--- config.mk ---
export PLATFORM = sky130hd
export DESIGN_NAME = bcd_display_scanner
export DESIGN_NICKNAME = d
export VERILOG_FILES = /design/src/rtl/bcd_display_scanner_pkg.sv /design/src/rtl/bcd_display_scanner_seg7.sv /design/src/rtl/bcd_display_scanner.sv
export SDC_FILE = /design/constraint.sdc
export NUM_CORES = 1
export LEC_CHECK = 0
export CAP_MARGIN = 10
export CELL_PAD_IN_SITES_DETAIL_PLACEMENT = 0
export CELL_PAD_IN_SITES_GLOBAL_PLACEMENT = 2
export CORE_MARGIN = 2
export CORE_UTILIZATION = 35
export CTS_BUF_LIST = sky130_fd_sc_hd__clkbuf_8
export CTS_CLUSTER_DIAMETER = 60
export CTS_CLUSTER_SIZE = 40
export DETAILED_ROUTE_END_ITERATION = 10
export MAX_ROUTING_LAYER = met4
export PLACE_DENSITY_LB_ADDON = 0.1
export SYNTH_ARGS = -nofsm -noshare
export SYNTH_HDL_FRONTEND = slang
export SYNTH_SLANG_ARGS = --single-unit
--- constraint.sdc ---
create_clock -name clk -period 5.4 [get_ports clk]
set_input_delay 1.62 -clock clk [delete_from_list [all_inputs] [get_ports clk]]
set_output_delay 1.62 -clock clk [all_outputs]
set_load 0.005 [all_outputs]
--- src/rtl/bcd_display_scanner_pkg.sv ---
// Shared definitions for the BCD display scanner: 7-segment codes ({g,f,e,d,c,b,a}, active-high)
// and a nibble range helper.
package bcd_display_scanner_pkg;

  localparam logic [6:0] SEG_0     = 7'h3F;
  localparam logic [6:0] SEG_1     = 7'h06;
  localparam logic [6:0] SEG_2     = 7'h5B;
  localparam logic [6:0] SEG_3     = 7'h4F;
  localparam logic [6:0] SEG_4     = 7'h66;
  localparam logic [6:0] SEG_5     = 7'h6D;
  localparam logic [6:0] SEG_6     = 7'h7D;
  localparam logic [6:0] SEG_7     = 7'h07;
  localparam logic [6:0] SEG_8     = 7'h7F;
  localparam logic [6:0] SEG_9     = 7'h6F;
  localparam logic [6:0] SEG_DASH  = 7'h40;
  localparam logic [6:0] SEG_BLANK = 7'h00;

  function automatic logic nibble_invalid(input logic [3:0] nib);
    return (nib > 4'd9);
  endfunction

endpackage

--- src/rtl/bcd_display_scanner_seg7.sv ---
// Combinational BCD to 7-segment decoder; any nibble outside 0..9 renders as a dash.
module bcd_to_seg7
  import bcd_display_scanner_pkg::*;
(
  input  logic [3:0] bcd_i,
  output logic [6:0] seg_o
);

  // Nibble to segment pattern lookup
  always_comb begin
    seg_o = SEG_DASH;
    case (bcd_i)
      4'd0:    seg_o = SEG_0;
      4'd1:    seg_o = SEG_1;
      4'd2:    seg_o = SEG_2;
      4'd3:    seg_o = SEG_3;
      4'd4:    seg_o = SEG_4;
      4'd5:    seg_o = SEG_5;
      4'd6:    seg_o = SEG_6;
      4'd7:    seg_o = SEG_7;
      4'd8:    seg_o = SEG_8;
      4'd9:    seg_o = SEG_9;
      default: seg_o = SEG_DASH;
    endcase
  end

endmodule

--- src/rtl/bcd_display_scanner.sv ---
// Time-multiplexes DIGITS captured BCD nibbles onto one 7-segment bus with a one-hot digit
// enable, leading-zero blanking and an out-of-range flag. All outputs are registered.
module bcd_display_scanner
  import bcd_display_scanner_pkg::*;
#(
  parameter int DIGITS   = 4,
  parameter int PRESCALE = 16
) (
  input  logic                  clk,
  input  logic                  reset,
  input  logic [4*DIGITS-1:0]   bcd_in,
  input  logic                  load,
  input  logic                  blank_lz,
  output logic [6:0]            seg,
  output logic [DIGITS-1:0]     an,
  output logic                  frame_done,
  output logic                  err
);

  // A one-bit counter is kept for PRESCALE=1 so the width never collapses to zero.
  localparam int CNT_W = (PRESCALE > 1) ? $clog2(PRESCALE) : 1;
  localparam int IDX_W = $clog2(DIGITS);
  localparam logic [CNT_W-1:0] CNT_LAST = CNT_W'(PRESCALE - 1);
  localparam logic [IDX_W-1:0] IDX_LAST = IDX_W'(DIGITS - 1);

  logic [CNT_W-1:0]    cnt_q,    cnt_d;
  logic [IDX_W-1:0]    idx_q,    idx_d;
  logic [4*DIGITS-1:0] shadow_q, shadow_d;
  logic                err_q,    err_d;
  logic [6:0]          seg_q,    seg_d;
  logic [DIGITS-1:0]   an_q,     an_d;
  logic                fd_q,     fd_d;

  logic [3:0] cur_nib_s;
  logic       cur_zero_s;
  logic       zero_above_s;
  logic       inv_any_s;
  logic [6:0] dec_seg_s;

  bcd_to_seg7 u_dec (
    .bcd_i (cur_nib_s),
    .seg_o (dec_seg_s)
  );

  // Prescaler and digit index sequencing
  always_comb begin
    cnt_d = cnt_q;
    idx_d = idx_q;
    fd_d  = 1'b0;
    if (cnt_q == CNT_LAST) begin
      cnt_d = {CNT_W{1'b0}};
      if (idx_q == IDX_LAST) begin
        idx_d = {IDX_W{1'b0}};
        fd_d  = 1'b1;
      end else begin
        idx_d = idx_q + IDX_W'(1);
      end
    end else begin
      cnt_d = cnt_q + CNT_W'(1);
    end
  end

  // Shadow capture and range flag, evaluated on the incoming value
  always_comb begin
    inv_any_s = 1'b0;
    for (int i = 0; i < DIGITS; i++) begin
      inv_any_s = inv_any_s | nibble_invalid(bcd_in[4*i +: 4]);
    end
    if (load) begin
      shadow_d = bcd_in;
      err_d    = inv_any_s;
    end else begin
      shadow_d = shadow_q;
      err_d    = err_q;
    end
  end

  // Select the active nibble; scanning from the top tracks whether it and everything above is zero
  always_comb begin
    cur_nib_s    = 4'h0;
    cur_zero_s   = 1'b0;
    zero_above_s = 1'b1;
    for (int i = DIGITS - 1; i >= 0; i--) begin
      zero_above_s = zero_above_s & (shadow_q[4*i +: 4] == 4'h0);
      cur_nib_s    = (idx_q == IDX_W'(i)) ? shadow_q[4*i +: 4] : cur_nib_s;
      cur_zero_s   = (idx_q == IDX_W'(i)) ? zero_above_s       : cur_zero_s;
    end
  end

  // Output pattern and digit enable for the current index
  always_comb begin
    if (blank_lz && (idx_q != {IDX_W{1'b0}}) && cur_zero_s) begin
      seg_d = SEG_BLANK;
    end else begin
      seg_d = dec_seg_s;
    end
    an_d = {{(DIGITS-1){1'b0}}, 1'b1} << idx_q;
  end

  // State and output registers
  always_ff @(posedge clk or posedge reset) begin
    if (reset) begin
      cnt_q    <= {CNT_W{1'b0}};
      idx_q    <= {IDX_W{1'b0}};
      shadow_q <= {(4*DIGITS){1'b0}};
      err_q    <= 1'b0;
      seg_q    <= SEG_BLANK;
      an_q     <= {DIGITS{1'b0}};
      fd_q     <= 1'b0;
    end else begin
      cnt_q    <= cnt_d;
      idx_q    <= idx_d;
      shadow_q <= shadow_d;
      err_q    <= err_d;
      seg_q    <= seg_d;
      an_q     <= an_d;
      fd_q     <= fd_d;
    end
  end

  assign seg        = seg_q;
  assign an         = an_q;
  assign frame_done = fd_q;
  assign err        = err_q;

endmodule

==> flow_summary.toml, run 1 <==
[status]
outcome = "finished clean"

[layout]
nets = 206
drive_above_1_share = 0.163
area_growth_pct = 27.5
num_antenna_cells = 0
post-route-cell-area_sq_um = 2130

[worst_setup_path]
path_max_fanout = 19
slowest_delay_ns = 0.96
crit_buf_inv = 1
crit_chain = "clkdlybuf4s50_1 > mux2_2"
arrival_ns = 3.00
critical_path_required_ns = 5.56
crit_type = "in2reg"
cp_top_family = "buffers and inverters"
slowest_stage = "clkdlybuf4s50_1"
worstSetupStartpointType = "input port"
crit_path_end_kind = "flip-flop"

[global_routing]
grt_pass1_wl_mm = 5.29
grtUsageTotal = 0.135
antenna_found_initial = 0
overflow = 0
grt_pass1_vias = 1119
grt_max_degree = 36

[synth]
synth.area.top_cells = "dfrtp_1, mux2_2, ha_1"
ys_ff_latch = 35
async_flop_share = 1.00
ys_seq_area_frac = 0.525
synth-main-ff-cell = "dfrtp_1"
synth_top_area_cell = "dfrtp_1"
synth_cells = 142
syn_nets = 171
synth_area_sq_um = 1670
yosysWarnings = 0
synth_most_common_cell = "dfrtp_1"
synth_common_cells = "dfrtp_1, mux2_2, a21oi_1, ha_1, o21ai_0"
synth-edff-count = 0
synth.top_cell.area_share = 0.525
avgSynthCellArea_sq_um = 11.7
ys_types = 38

[power_and_ir_drop]
switching_share = 0.232
p_leak_nw = 0.919
p_switching_mw = 0.136
seqPwrFrac = 0.501
power.share.clock = 0.341
peakVddDrop_mv = 0.138
p_int_mw = 0.452
power_density_nw_per_um2 = 277
p_comb_frac = 0.157

[timing]
hold_violations = 0
max_freq_mhz = 352
tightest_slew_ns = 0.761
rsz0062_at_grt = "no"
relSlewSlack = 0.491
tns_ns = 0
setup_slack_ns = 2.56
period_share = 0.527
worst_clock_skew_ns = 0.00499
slew_violations = 0
period_needed_ns = 2.84
finalSetupViolCount = 0

[min_path]
hp-class = "reg2reg"

[placed_design]
routabilityCongestion = 0.825
pre_cts_ws_ns = 2.25
io_buffers = 32
place_area_sq_um = 2030
dpl.hpwl_mm = 2.40

[job]
max_cap_violations = 0

[clocking]
cts_buffer_depth = 2
root_buffer = "clkbuf_8"
htree_levels = 2
cts_tree = "built"
clock_latency_ns = 0.27
postCtsSetupBuffers = 0
ctsHoldBuffers = 0
cts_resized = 0
cts_made_buffers = 5
cts.sinks = 35
clkSlewWorstSetupHoldPaths_ns = 0.07

[route]
dr.pass1.iters = 4
drt_iter0_drc = 55
viasPerCell = 4.96
ant_nets = 0
totalWireLength_mm = 3.16
route.detailed.drc = 0
wl_per_cell_um = 13.6
vias = 1150

[die]
num_rows = 25
coreArea_sq_um = 4660
die_y_um = 73.0
start_util = 0.358
dieArea_sq_um = 5330
io_pins = 33
fp.dieW_um = 73.0
power groups by stage:
stage | clock network, mW | logic [mW] | registers [mW]
global placement | 0 | 0.0927 | 0.301
CTS | 0.210 | 0.0940 | 0.296
finish | 0.201 | 0.0926 | 0.295
detailed placement | 0 | 0.0933 | 0.301
floorplan | 0 | 0.0502 | 0.298
global route | 0.221 | 0.103 | 0.298
worst reg2reg max path: cells and delay by family (launching register included):
| family | cells | cell delay, ns |
|---|---|---|
| flops | 1 | 0.43 |
| compound gates | 5 | 0.95 |
| buf+inv | 2 | 0.22 |
| fa+ha+maj | 2 | 0.64 |
sequential cells by signal (all words and copies together), names as in the netlist:
register	count
err	1
an	4
idx_q	2
shadow_q	16
cnt_q	4
frame_done	1
seg	7
cells by family (layout without fill, tap and decap cells):
group / after synthesis / in the layout / synth area share
fa+ha+maj: 9 / 9 / 0.0675
compound gates: 39 / 39 / 0.164
mux: 16 / 16 / 0.108
buf+inv: 14 / 50 / 0.0420
flops: 35 / 35 / 0.525
xor+xnor: 1 / 1 / 0.00525
simple gates: 28 / 28 / 0.0885
cell usage in the layout (no fill, tap or decap), types with 2 or more instances in the layout:
cell	count
a211oi_1	2
a21o_1	2
a21oi_1	9
clkbuf_8	7
clkdlybuf4s50_1	32
dfrtp_1	35
ha_1	9
inv_1	9
mux2_2	16
nand2_1	7
nand2b_1	2
nand3_1	2
nand3b_1	3
nor2_1	5
nor3_1	2
nor4_1	3
o211a_1	2
o211ai_1	2
o21a_1	2
o21ai_0	9
worst paths after layout:
check                      slack, ns            to  depth (start not counted)     start
setup reg to reg                3.08        seg[3]                          9  idx_q[0]
hold reg to reg                 0.49      cnt_q[0]                          1  cnt_q[0]
setup / recovery                2.56   shadow_q[9]                          2      load
min in group asynchronous       1.75         an[0]                          3     reset
max in group asynchronous       3.34  shadow_q[14]                          3     reset
hold / removal                  0.49      cnt_q[0]                          1  cnt_q[0]
cell type report:
cell class                      instances  area [sq um]
Sequential cell                        35           876
Tap cell                               54          67.6
Clock buffer                            7          96.3
Fill cell                             424          2530
Inverter                                9          33.8
Timing Repair Buffer                   33           328
Multi-Input combinational cell         93           722
Clock inverter                          1          3.75
per-stage QoR:
stage / hold slack [ns] / util / power, mW / std cells
finish: 0.492 / 0.456 / 0.589 / 232
global placement: 0.463 / 0.435 / 0.393 / 224
detailed placement: 0.484 / 0.435 / 0.394 / 224
CTS: 0.494 / 0.456 / 0.599 / 232
floorplan: 0.449 / - / 0.349 / 142
global route: 0.528 / 0.456 / 0.622 / 232
routing by layer:
metal | wire length [um] | track usage
met2 | 1530 | 0.215
met1 | 1510 | 0.168
met5 | 0 | -
met4 | 22 | 0.0494
met3 | 93 | 0.0290
No activity file was read; power rests on OpenSTA's default activity.
==> inputs of run 2 (changes only) <==
- CORE_UTILIZATION: 35 -> 34
- clock period: 5.4 -> 2.95 ns (I/O delays scaled with it)
==> run 2 against run 1 <==
  * Register-to-register slack worse by 2.4 ns
  * Clock-buffer cell count fell by 2
  * Cell count grew 4.7%
  * Critical path type is now reg2reg
  * Largest power group unchanged
  * Highest routed layer unchanged
==> flow_summary.toml, run 2 (synthesis gave the netlist of run 1 again) <==
[worst_setup_path]
crit_type = "reg2reg"
rrSetupSlack_ns = 0.65
crit_path_end_kind = "flip-flop"
worstSetupStartpointType = "flip-flop"
r2r-start = "idx_q[0]"
r2r_end = "seg[5]"
arrival_ns = 2.50
ff2ff_path_depth = 11
critical_path_required_ns = 3.14
path_max_fanout = 11

[min_path]
hp-start = "cnt_q[0]"
holdPathEnd = "cnt_q[0]"
hp-class = "reg2reg"
hold_depth = 1

[global_routing]
met3_usage = 0.0285
met2_usage = 0.222
antenna_found_initial = 0
overflow = 0
grt_pass1_wl_mm = 5.37
grtUsageTotal = 0.135
use_met1 = 0.162
grt_max_degree = 36
top_usage_layer = "met2"
grt_pass1_vias = 1171

[clocking]
ctsHoldBuffers = 0
clock_latency_ns = 0.27
cts_resized = 0
htree_levels = 2
cts_made_buffers = 5
root_buffer = "clkbuf_8"
cts.sinks = 35
cts_tree = "built"
cts_buffer_depth = 2
clkSlewWorstSetupHoldPaths_ns = 0.06
postCtsSetupBuffers = 0

[status]
outcome = "finished clean"

[layout]
nets = 206
num_antenna_cells = 0
area_growth_pct = 26.9
layout_common_cells = "dfrtp_1, clkdlybuf4s50_1, mux2_2"
drive_above_1_share = 0.153
largest_reg_flops = 16
utilization = 0.448
seqCellArea_sq_um = 876
nFillCells = 441
layout_commonest_cell = "dfrtp_1"
multi_input_area_sq_um = 722
largest_register = "shadow_q"

[die]
dieArea_sq_um = 5480
die_y_um = 74.0
io_pins = 33
num_rows = 25
coreArea_sq_um = 4720
start_util = 0.353
fp.dieW_um = 74.0

[timing]
tightest_slew_ns = 0.793
rsz0062_at_grt = "no"
slew_violations = 0
finalSetupViolCount = 0
period_share = 0.781
hold_violations = 0
max_freq_mhz = 434
tns_ns = 0
worst_clock_skew_ns = 0.00457
period_needed_ns = 2.30
relSlewSlack = 0.470

[power_and_ir_drop]
p_switching_mw = 0.240
p_int_mw = 0.773
power.share.clock = 0.298
power_density_nw_per_um2 = 479
p_leak_nw = 0.905
p_comb_frac = 0.168
switching_share = 0.237
peakVddDrop_mv = 0.199
seqPwrFrac = 0.534

[placed_design]
routabilityCongestion = 0.825
dpl.hpwl_mm = 2.52
io_buffers = 32

[route]
route.detailed.drc = 0
viasPerCell = 4.79
drt_iter0_drc = 54
wl_per_cell_um = 13.4
vias = 1163
totalWireLength_mm = 3.26
ant_nets = 0
dr.pass1.iters = 4

[job]
max_cap_violations = 0
run 2: layout make-up:
type | count | area share
multi-input cells | 93 | 0.341
repair buffers | 33 | 0.155
clock inverters | 1 | 0.00177
flip-flops and latches | 35 | 0.414
clock buffers | 5 | 0.0325
well taps | 67 | 0.0396
inverters | 9 | 0.0160
run 2: layer usage:
metal | wire length [um] | up-vias
li1 | - | 572
met1 | 1520 | 557
met2 | 1580 | 29
met3 | 131 | 5
met4 | 36 | 0
met5 | 0 | -
run 2: per-stage QoR:
stage | cell area [sq um] | setup slack, ns | cells | hold slack, ns | power, mW
finish | 2120 | 0.645 | 243 | 0.484 | 1.01
global route | 2120 | 0.441 | 243 | 0.497 | 1.07
CTS | 2120 | 0.651 | 243 | 0.490 | 1.03
detailed placement | 2040 | 0.525 | 237 | 0.480 | 0.723
global placement | 2040 | 0.578 | 237 | 0.465 | 0.720
floorplan | 1670 | 0.923 | 142 | 0.449 | 0.638
run 2: power by group through the flow:
stage | registers [mW] | logic, mW | clock network, mW
after floorplan | 0.546 | 0.0918 | 0
after global placement | 0.550 | 0.170 | 0
after detailed placement | 0.551 | 0.172 | 0
after CTS | 0.541 | 0.173 | 0.316
after global routing | 0.545 | 0.190 | 0.334
final | 0.541 | 0.170 | 0.302
run 2: how the worst max path moves through the flow:
stage	startpoint	cells after the start	slack, ns	endpoint
2_1_floorplan	idx_q[0]	10	0.92	seg[3]
3_3_place_gp	load	2	0.58	shadow_q[0]
3_5_place_dp	load	2	0.53	shadow_q[9]
4_1_cts	idx_q[0]	9	0.65	seg[3]
5_1_grt	idx_q[0]	11	0.44	seg[5]
6_report	idx_q[0]	11	0.65	seg[5]
run 2: worst max-delay path: stages (launching register included):
cell	delay, ns
dfrtp_1	0.42
inv_1	0.10
ha_1	0.35
nand3b_1	0.16
a21oi_1	0.09
a21oi_1	0.14
nor2_1	0.07
a21o_1	0.19
ha_1	0.18
nor3_1	0.28
a21oi_1	0.08
a21boi_0	0.18
